<file path="config.mk">
export PLATFORM = sky130hd
export DESIGN_NAME = uart_ram_loader
export DESIGN_NICKNAME = d
export VERILOG_FILES = /design/src/rtl/uart_ram_loader.sv
export SDC_FILE = /design/constraint.sdc
export NUM_CORES = 1
export LEC_CHECK = 0
export ABC_AREA = 1
export BUFFER_PORTS_ARGS = -buffer_cell sky130_fd_sc_hd__buf_2
export CELL_PAD_IN_SITES_DETAIL_PLACEMENT = 0
export CELL_PAD_IN_SITES_GLOBAL_PLACEMENT = 1
export CORE_AREA = 5 5 91 93
export CTS_BUF_LIST = sky130_fd_sc_hd__clkbuf_2 sky130_fd_sc_hd__clkbuf_4 sky130_fd_sc_hd__clkbuf_8
export DETAILED_ROUTE_END_ITERATION = 10
export DIE_AREA = 0 0 96 98
export GPL_TIMING_DRIVEN = 0
export PLACE_DENSITY = 0.58
export REMOVE_ABC_BUFFERS = 1
export SYNTH_ARGS = -nofsm -noshare
export SYNTH_HDL_FRONTEND = slang
export SYNTH_SLANG_ARGS = --single-unit
</file>
<file path="constraint.sdc">
create_clock -name clk -period 2.7 [get_ports clk]
set_clock_uncertainty 0.2 [all_clocks]
set_input_delay 0.135 -clock clk [delete_from_list [all_inputs] [get_ports clk]]
set_output_delay 0.135 -clock clk [all_outputs]
set_load 0.02 [all_outputs]
</file>
<file path="src/rtl/uart_ram_loader.sv">
// uart_ram_loader: receives 8N1 bytes on rx and writes them into consecutive
// RAM addresses, holding the CPU halted until the whole RAM is filled.
// Optional trailing checksum byte when LOADER_CHECKSUM_EN is defined.
// dbg_state_o exposes the FSM state for observation.
//
// Output behaviour:
//   ram_write is high for exactly the one cycle the FSM spends in WRITE,
//   and ram_addr/ram_data are valid in that cycle. ram_addr and ram_data
//   keep their last values in every other cycle.
module uart_ram_loader #(
    parameter int CLK_FREQ   = 27000000,
    parameter int BAUD       = 115200,
    parameter int ADDR_WIDTH = 4
) (
    input  logic                  clk,
    input  logic                  rst,
    input  logic                  rx,
    input  logic                  start,
    output logic [ADDR_WIDTH-1:0] ram_addr,
    output logic [7:0]            ram_data,
    output logic                  ram_write,
    output logic                  cpu_halt,
    output logic                  busy,
    output logic                  done,
    output logic                  frame_error,
    output logic                  checksum_error,
    output logic [2:0]            dbg_state_o
);

    localparam int BIT_TICKS  = CLK_FREQ / BAUD;
    localparam int HALF_TICKS = BIT_TICKS / 2;
    localparam int CNT_W      = $clog2(BIT_TICKS + 1);
    localparam logic [CNT_W-1:0] BIT_LAST  = CNT_W'(BIT_TICKS - 1);
    localparam logic [CNT_W-1:0] HALF_LAST = CNT_W'(HALF_TICKS - 1);
    localparam logic [CNT_W-1:0] CNT_ONE   = CNT_W'(1);
    localparam logic [ADDR_WIDTH-1:0] IDX_ONE = ADDR_WIDTH'(1);

    typedef enum logic [2:0] {
        IDLE       = 3'd0,
        WAIT_START = 3'd1,
        START      = 3'd2,
        DATA       = 3'd3,
        STOP       = 3'd4,
        WRITE      = 3'd5,
        FINISH     = 3'd6
    } state_t;

    state_t                state_q, state_d;
    logic [CNT_W-1:0]      cnt_q, cnt_d;
    logic [2:0]            bit_q, bit_d;
    logic [7:0]            shift_q, shift_d;
    logic [ADDR_WIDTH-1:0] index_q, index_d;
    logic [ADDR_WIDTH-1:0] addr_q, addr_d;
    logic [7:0]            data_q, data_d;
    logic                  busy_q, busy_d;
    logic                  done_q, done_d;
    logic                  ferr_q, ferr_d;
    logic                  cerr_q, cerr_d;
    logic                  rx_meta_q, rx_sync_q, rx_prev_q;
`ifdef LOADER_CHECKSUM_EN
    logic [7:0]            sum_q, sum_d;
    logic                  ck_phase_q, ck_phase_d;
`endif

    // Two-flop synchronizer plus one delayed copy for falling-edge detection.
    always_ff @(posedge clk) begin
        if (rst) begin
            rx_meta_q <= 1'b1;
            rx_sync_q <= 1'b1;
            rx_prev_q <= 1'b1;
        end else begin
            rx_meta_q <= rx;
            rx_sync_q <= rx_meta_q;
            rx_prev_q <= rx_sync_q;
        end
    end

    // Next-state logic: bit timing, byte assembly, write sequencing, status.
    always_comb begin
        state_d = state_q;
        cnt_d   = cnt_q;
        bit_d   = bit_q;
        shift_d = shift_q;
        index_d = index_q;
        addr_d  = addr_q;
        data_d  = data_q;
        busy_d  = busy_q;
        done_d  = done_q;
        ferr_d  = ferr_q;
        cerr_d  = cerr_q;
`ifdef LOADER_CHECKSUM_EN
        sum_d      = sum_q;
        ck_phase_d = ck_phase_q;
`endif
        case (state_q)
            IDLE: begin
                if (start) begin
                    state_d = WAIT_START;
                    busy_d  = 1'b1;
                    done_d  = 1'b0;
                    ferr_d  = 1'b0;
                    cerr_d  = 1'b0;
                    index_d = '0;
`ifdef LOADER_CHECKSUM_EN
                    sum_d      = 8'h00;
                    ck_phase_d = 1'b0;
`endif
                end
            end
            WAIT_START: begin
                if (rx_prev_q && !rx_sync_q) begin
                    state_d = START;
                    cnt_d   = '0;
                end
            end
            START: begin
                // Mid-bit check of the start bit rejects short low glitches.
                if (cnt_q == HALF_LAST) begin
                    cnt_d   = '0;
                    bit_d   = 3'd0;
                    state_d = rx_sync_q ? WAIT_START : DATA;
                end else begin
                    cnt_d = cnt_q + CNT_ONE;
                end
            end
            DATA: begin
                if (cnt_q == BIT_LAST) begin
                    cnt_d   = '0;
                    shift_d = {rx_sync_q, shift_q[7:1]};
                    bit_d   = bit_q + 3'd1;
                    if (bit_q == 3'd7) state_d = STOP;
                end else begin
                    cnt_d = cnt_q + CNT_ONE;
                end
            end
            STOP: begin
                if (cnt_q == BIT_LAST) begin
                    cnt_d = '0;
                    if (!rx_sync_q) begin
                        ferr_d  = 1'b1;
                        state_d = WAIT_START;
                    end else begin
`ifdef LOADER_CHECKSUM_EN
                        if (ck_phase_q) begin
                            cerr_d  = (shift_q != sum_q);
                            state_d = FINISH;
                        end else begin
                            addr_d  = index_q;
                            data_d  = shift_q;
                            state_d = WRITE;
                        end
`else
                        addr_d  = index_q;
                        data_d  = shift_q;
                        state_d = WRITE;
`endif
                    end
                end else begin
                    cnt_d = cnt_q + CNT_ONE;
                end
            end
            WRITE: begin
                index_d = index_q + IDX_ONE;
`ifdef LOADER_CHECKSUM_EN
                sum_d = sum_q + data_q;
                if (index_q == '1) ck_phase_d = 1'b1;
                state_d = WAIT_START;
`else
                state_d = (index_q == '1) ? FINISH : WAIT_START;
`endif
            end
            FINISH: begin
                state_d = IDLE;
                busy_d  = 1'b0;
                done_d  = 1'b1;
            end
            default: state_d = IDLE;
        endcase
    end

    // State and datapath registers with synchronous reset.
    always_ff @(posedge clk) begin
        if (rst) begin
            state_q <= IDLE;
            cnt_q   <= '0;
            bit_q   <= 3'd0;
            shift_q <= 8'h00;
            index_q <= '0;
            addr_q  <= '0;
            data_q  <= 8'h00;
            busy_q  <= 1'b0;
            done_q  <= 1'b0;
            ferr_q  <= 1'b0;
            cerr_q  <= 1'b0;
`ifdef LOADER_CHECKSUM_EN
            sum_q      <= 8'h00;
            ck_phase_q <= 1'b0;
`endif
        end else begin
            state_q <= state_d;
            cnt_q   <= cnt_d;
            bit_q   <= bit_d;
            shift_q <= shift_d;
            index_q <= index_d;
            addr_q  <= addr_d;
            data_q  <= data_d;
            busy_q  <= busy_d;
            done_q  <= done_d;
            ferr_q  <= ferr_d;
            cerr_q  <= cerr_d;
`ifdef LOADER_CHECKSUM_EN
            sum_q      <= sum_d;
            ck_phase_q <= ck_phase_d;
`endif
        end
    end

    assign ram_write      = (state_q == WRITE);
    assign ram_addr       = addr_q;
    assign ram_data       = data_q;
    assign busy           = busy_q;
    assign cpu_halt       = busy_q;
    assign done           = done_q;
    assign frame_error    = ferr_q;
    assign checksum_error = cerr_q;
    assign dbg_state_o    = state_q;

endmodule

</file>
Word level (Yosys, flattened, before mapping):

Cells that the tools add are included.

* reduce and logical (&&, ||, !) cells: 17
* mux-type cells: 26
* $add $sub $neg: 3
* equal/unequal tests: 17

Operators by type and width (count)
* 3-bit 2-to-1 mux: 10
* 8-bit 2-to-1 mux: 3
* 8-bit one-hot mux with 3 select lines: 1
* 3-bit one-hot mux with 6 select lines: 1
* 2-bit inequality test, second input constant: 7
* 3-bit equality test, second input constant: 4
* 8-bit by 1-bit adder with 8-bit output, second input constant: 1
* 8-bit by 7-bit equality test with 1-bit output, second input constant: 1
* 8-bit equality test, second input constant: 1
* 4-bit one-hot mux with 2 select lines: 1
* 2-bit AND reduction: 4
* 2-bit nonzero test: 4
* 3-bit by 2-bit equality test with 1-bit output, second input constant: 2
* 1-bit one-hot mux with 2 select lines: 3
* 3-bit one-hot mux with 2 select lines: 1
* 3-bit AND reduction: 2
* 6-bit AND reduction: 1
* 4-bit by 1-bit adder with 4-bit output, second input constant: 1
* 4-bit equality test, second input constant: 1
* 1-bit 2-to-1 mux: 4
* 4-bit 2-to-1 mux: 1
* 4-bit AND reduction: 1
* 3-bit by 1-bit adder with 3-bit output, second input constant: 1
* 3-bit by 1-bit equality test with 1-bit output, second input constant: 1
* other kinds (6): 6

* output and inout bits: 21
* register bits: 44
* bits of input ports: 4

Depth between registers and ports, before layout:

Gate-level depths: netlist of the first run.

* depth after elaboration: 4
* gate-level depth with buffers: 11
* depth with buffers taken out: 11

Worst setup path before layout of the first run:

Ideal clock, no wire load.

* path kind: flip-flop to flip-flop
* start: register state_q[0] (netlist: dbg_state_o[0])
* end: register cnt_q[2]
* cell stages (with the launch flop): 8
* required time: 2382 ps
* setup slack: 1055 ps
* setup time: 118 ps
* arrival: 1327 ps
* path buffers: 0
* path through: dfxtp_1 nand2_2 nor2_2 nand3_2 nand2_4 inv_6 o21ai_4 nor3_2

* word-level cells in the longest chain between the ends: 4

RTL lines
* start, declared: line 48 `state_t state_q, state_d;`
* start signal, assigned: line 200 `state_q <= state_d;`
* 3-bit equality test or 3-bit by 2-bit equality test with 1-bit output (tied branches): line 95 `case (state_q)`
* 2-bit OR reduction (no source line)
* 3-bit nonzero test (no source line)
* 2-bit AND reduction (no source line)
* end signal, assigned: line 201 `cnt_q <= cnt_d;`
* end, declared: line 49 `logic [CNT_W-1:0] cnt_q, cnt_d;`

Several ways; a longest one is shown, not always the timed one.
A chain may end at the register's enable or synchronous reset.

Worst setup path in the final report of the first run:

* start: register cnt_q[1]
* end: register data_q[0] (netlist: ram_data[0])

* word-level cells in the longest chain between the ends: 2

RTL lines
* 8-bit equality test: line 137 `if (cnt_q == BIT_LAST) begin`
* 3-bit AND reduction (no source line)
* end signal, assigned: line 206 `data_q <= data_d;`
* end, declared: line 54 `logic [7:0] data_q, data_d;`

Every way passes these cells.

==> results of run 1 <==
layout by cell type, fill, tap and decap left out, drive strengths merged, types with 2 or more instances in the layout:
master,netlist,layout
buf,6,23
o21ai,28,28
clkinv,2,2
clkbuf,3,6
nor3,6,6
ha,6,6
inv,32,32
dfxtp,44,44
nand4,2,2
dlygate4sd3,0,4
a21oi,18,18
or2,3,3
nor2,67,67
clkinvlp,0,2
nand2,56,56
nand3,13,13
final cells by class:
| type | count | area [µm²] |
|---|---|---|
| Tap cell | 102 | 128 |
| Clock buffer | 6 | 82.6 |
| Fill cell | 865 | 5000 |
| Clock inverter | 2 | 15.0 |
| Multi-Input combinational cell | 206 | 1050 |
| Timing Repair Buffer | 27 | 155 |
| Sequential cell | 44 | 881 |
| Inverter | 34 | 133 |
power breakdown:
part           internal [W]  switching, W
Combinational      0.000235      0.000470
Clock              0.000207      0.000238
Sequential         0.000706     0.0000868
through the flow:
step                      setup WS [ps]  hold WS, ps  cell area (µm²)  total power, W
after CTS                           608          217             2450         0.00199
final                               653          215             2450         0.00194
after detailed placement            623          122             2310         0.00152
after global routing                417          240             2450         0.00212
after global placement              625          119             2310         0.00153
after floorplan                    1010         4.07             2070         0.00134
path summary, 6_finish.rpt:
path                               from                  endpoint  cells after the start
hold reg to reg    rx_meta_q$_SDFF_PP1_      rx_sync_q$_SDFF_PP1_                      1
hold / removal     rx_meta_q$_SDFF_PP1_      rx_sync_q$_SDFF_PP1_                      1
setup / recovery  cnt_q[1]$_SDFFE_PP0P_  ram_data[0]$_SDFFE_PP0P_                     10
setup reg to reg  cnt_q[1]$_SDFFE_PP0P_  ram_data[0]$_SDFFE_PP0P_                     10
metal layers:
layer  GRT usage [%]  vias to the layer above
met5               0                        -
met4            3.28                        0
met3            2.62                        3
met2            15.5                       36
met1            15.5                      776
li1                -                      977
kinds of logic after synthesis:
group / count (synthesis) / synth area share, %
compound gates: 49 / 12.7
xor+xnor: 1 / 0.412
fa+ha+maj: 6 / 3.53
buf+inv: 43 / 8.95
flops: 44 / 41.4
other cells: 1 / 0.176
simple gates: 149 / 32.8
what timing repair did:
item | 4_1_cts | 5_1_grt
hold buffers | 4 | 0
endpoints found under the setup margin | 0 | 0
hold endpoints to repair | 10 | 0
sequential cells by signal, summed over array words and instances, names as in the netlist:
name and cells:
cnt_q 8, ram_data 8, shift_q 8, index_q 4
ram_addr 4, bit_q 3, dbg_state_o 3, busy 1
done 1, frame_error 1, rx_meta_q 1, rx_prev_q 1
rx_sync_q 1
==> summary.md, run 1 <==
| Metric | Value |
|---|---|
| Floorplan row count | 32 |
| Part of the Yosys area used for sequential elements | 41.4% |
| Top_reg_cell synth | dfxtp_1 |
| Starting Density | 28.5% |
| Antenna violations before repair | 0 |
| WP data arrival | 2040 ps |
| Critical path type | flip-flop to flip-flop |
| H-tree depth | 2 |
| Max-slew violations | 0 |
| Die ar. | 9410 µm² |
| Pwr Density | 794 nW/µm² |
| CTS tree | built |
| Critical Path Most Common Cell | nand2_1 |
| M1 WL | 2490 µm |
| Yosys warning count | 0 |
| Synthesized netlist cell count | 293 |
| Clock slew at reported path FFs | 90 ps |
| Dpl hpwl | 3240 µm |
| CTS Sinks | 44 |
| Metal3 WL | 164 µm |
| Final ANT Viol Nets | 0 |
| Finished Core Util | 32.9% |
| Asr flop ratio synth | 0% |
| Crit start category | flip-flop |
| Synth area leader | dfxtp_1 |
| Routed met2 length | 1830 µm |
| Via/cell ratio | 4.26 |
| R2r setup slk | 650 ps |
| Worst min-delay path class | flip-flop to flip-flop |
| Max-cap viol count | 0 |
| Final Routed Wirelength | 4530 µm |
| Setup violators final | 0 |
| Die width | 96 µm |
| Area grow syn2layout | 15.2% |
| Drt first-iter violations | 68 |
| Relative slew slack | 44.1% |
| Remaining DRCs | 0 |
| Leak | 1.07 nW |
| Vias in the first global route | 1,752 |
| Seq cells post-synth | 44 |
| WP buf/inv | 3 |
| Largest net degree at the start of global routing | 31 |
| Crit-path slowest cell | dfxtp_1 |
| Highest cell delay on the worst timing path | 390 ps |
| Pre-Repair DR Iteration Count | 4 |
| Cell Chain, Critical Path | inv_1, ha_1, nand2_1, nor2_2, nand2_2, clkinv_1, nand2_1, inv_2, o21ai_0, a21oi_1 |
| Status | finished clean |
| Mean routed wirelength per cell | 10.8 µm |
| Worst-path maximum fanout | 13 |
| Skew-Pair Late Insertion Delay | 300 ps |
| Final Non-Filler Cells | 421 |
| Cts repair resizes | 0 |
| Fraction of layout instances using a drive strength above 1 | 19.7% |
| Synth cell types | 37 |
| Worst slew pin tran | 837 ps |
| Buffers added on ports | 23 |
| Total grt overflow | 0 |
| RePlAce Congestion | 0.774 |
| CTS root buf | clkbuf_8 |
| F_max | 0.489 GHz |
| Ranking of synthesized cells by area | dfxtp_1 (41%), nor2_1 (11%), nand2_1 (8.3%), o21ai_0 (5.2%), inv_1 (4.6%) |
| Gr usage total | 10.7% |
| Clk buf depth | 2 |
| Commonest cells in the synthesized netlist | nor2_1 (61), nand2_1 (47), dfxtp_1 (44) |
| Setup_tns | 0 ps |
| CP Data Required Time | 2690 ps |
| First-pass GRT wire length | 8190 µm |
| Post-synth EDFFs | 0 |
| Core area | 7450 µm² |
| Count leader, synth | nor2_1 |
| Element type at the critical path end | flip-flop |
| Tcrit/Tclk final | 75.8% |
| Delay-heaviest family, CP | simple AND/OR/NAND/NOR gates |
| Syn Std Cell Area | 2130 µm² |
| Fin crit period | 2050 ps |
| Peak VDD IR | 0.000465 V |
| Die extent in y | 98 µm |
| Dpl cells | 409 |
| Post-CTS setup buffer count | 0 |
| CTS buffer count | 5 |
| Synth Area per Inst | 7.26 µm² |
| NumNets Final | 328 |
| Top cell type's share of synthesized area | 41.4% |
| Setup repair after global routing missed its margin | false |
| Ports | 25 |
| Final Hold Fails | 0 |
| ANT cells | 0 |
| Vias | 1,792 |
| Top layer in use | met4 |
Note: power is estimated with default switching activity, not from simulation.
==> inputs of run 2 (changes only) <==
clock period = 1.9 ns   (was 2.7 ns; I/O delays follow)
==> run 2 against run 1 <==
Compared with the run above:
- clock-buffer cell count did not move
- clock power is 43% higher
- sequential power increased by 44%
- largest power group unchanged
==> summary.md, run 2 (synthesis results as in run 1) <==
| Metric | Value |
|---|---|
| Setup violators final | 0 |
| Worst-path maximum fanout | 10 |
| Internal | 0.00165 W |
| Final ANT Viol Nets | 0 |
| Max-slew violations | 0 |
| Ports | 25 |
| Switching pwr | 0.00114 W |
| Pre-Repair DR Iteration Count | 4 |
| Vias in the first global route | 1,750 |
| Top layer in use | met4 |
| Clock slew at reported path FFs | 90 ps |
| CTS buffer count | 5 |
| Area grow syn2layout | 18.0% |
| Dpl hpwl | 3240 µm |
| CP startpoint | cnt_q[1]$_SDFFE_PP0P_ |
| Clk pwr share | 22.7% |
| Post-route setup slack | 153 ps |
| Fin crit period | 1750 ps |
| Worst min-delay path class | flip-flop to flip-flop |
| Core area | 7450 µm² |
| Mean routed wirelength per cell | 10.7 µm |
| F_max | 0.573 GHz |
| Total power | 0.00280 W |
| H-tree depth | 2 |
| Remaining DRCs | 0 |
| Worst Reg2Reg Path Length in Cells | 10 |
| CTS root buf | clkbuf_8 |
| Gr usage total | 10.7% |
| R2r setup slk | 150 ps |
| Seq pwr share | 40.8% |
| Via/cell ratio | 4.24 |
| Critical path type | flip-flop to flip-flop |
| Pwr Density | 1110 nW/µm² |
| Floorplan row count | 32 |
| Die extent in y | 98 µm |
| Peak VDD IR | 0.000673 V |
| Reg2reg start | cnt_q[1]$_SDFFE_PP0P_ |
| Status | finished clean |
| Crit path to | ram_addr[3]$_SDFFE_PP0P_ |
| Finished Core Util | 33.7% |
| Drt first-iter violations | 71 |
| CTS tree | built |
| Buffers added on ports | 23 |
| CP Data Required Time | 1900 ps |
| Antenna violations before repair | 0 |
| Logic gate share of total power | 36.5% |
| Fraction of layout instances using a drive strength above 1 | 24.5% |
| Tcrit/Tclk final | 91.9% |
| ANT cells | 0 |
| RePlAce Congestion | 0.774 |
| WP data arrival | 1740 ps |
| Leak | 1.11 nW |
| Element type at the critical path end | flip-flop |
| Critical R2R Capture | ram_addr[3]$_SDFFE_PP0P_ |
| Clk buf depth | 2 |
| Vias | 1,802 |
| Skew-Pair Late Insertion Delay | 300 ps |
| CTS Sinks | 44 |
| Commonest non-fill, non-tap cell in the layout | nor2_1 |
| Final Hold Fails | 0 |
| Routed met2 length | 1800 µm |
| Crit start category | flip-flop |
| Setup WS pre-CTS | -177 ps |
| First-pass GRT wire length | 8200 µm |
| Final Routed Wirelength | 4550 µm |
| Setup repair after global routing missed its margin | true |
| Max-cap viol count | 0 |
| Metal3 WL | 162 µm |
| Starting Density | 28.5% |
| Most frequent cells in the layout | nor2_1 (60), nand2_1 (45), dfxtp_1 (39), inv_1 (25), buf_2 (23) |
| M1 WL | 2540 µm |
| Die width | 96 µm |
| Die ar. | 9410 µm² |
| Largest net degree at the start of global routing | 31 |
| NumNets Final | 332 |
| Sw Share | 40.9% |
| Total grt overflow | 0 |
-- run 2: timing repair --
item / 4_1_cts / 5_1_grt
endpoints found under the setup margin: 12 / 31
hold endpoints to repair: 11 / 0
hold buffers: 4 / 0
buffers inserted: 0 / 4
pin swaps: 0 / 1
resized for setup: 2 / 14
-- run 2: through the flow --
stage / hold slack, ps / setup TNS [ps] / instances / instance area (µm²)
after floorplan: -35.9 / 0 / 284 / 2070
after global placement: 79.0 / -1280 / 409 / 2310
after detailed placement: 82.1 / -1330 / 409 / 2310
after CTS: 217 / 0 / 421 / 2460
after global routing: 240 / -50.4 / 425 / 2510
final: 215 / 0 / 425 / 2510
-- run 2: layer usage --
layer / vias up / GRT usage, %
li1: 984 / -
met1: 781 / 15.5
met2: 33 / 15.5
met3: 4 / 2.62
met4: 0 / 3.28
met5: - / 0
-- run 2: power groups by stage --
stage	clock [W]	combinational (W)	sequential (W)
global route	0.000702	0.00119	0.00116
floorplan	0	0.000721	0.00119
CTS	0.000668	0.00103	0.00113
detailed placement	0	0.00101	0.00115
global placement	0	0.00102	0.00115
finish	0.000635	0.00102	0.00114
-- run 2: worst min path at each step --
stage / from / to / cells after the start
after floorplan: rst / busy$_SDFFE_PP0P_ / 1
after global placement: rx / rx_meta_q$_SDFF_PP1_ / 2
after detailed placement: rx / rx_meta_q$_SDFF_PP1_ / 2
after CTS: rx_meta_q$_SDFF_PP1_ / rx_sync_q$_SDFF_PP1_ / 1
after global routing: rx_meta_q$_SDFF_PP1_ / rx_sync_q$_SDFF_PP1_ / 1
final: rx_meta_q$_SDFF_PP1_ / rx_sync_q$_SDFF_PP1_ / 1
-- run 2: area by class of cell --
type	instances	area, µm²
fillers	864	4940
multi-input cells	206	1070
flip-flops and latches	44	887
repair buffers	31	185
inverters	34	139
well taps	102	128
clock buffers	6	82.6
clock inverters	2	15.0
-- run 2: critical path, cell delays in order (launching register included) --
cell and delay, ps:
dfxtp_2 350, inv_1 70, ha_1 160, nand2_1 70, nor2_2 120, nand2_2 130, inv_2 90, nand2_4 100
buf_4 170, o21ai_0 140, nor2_1 50
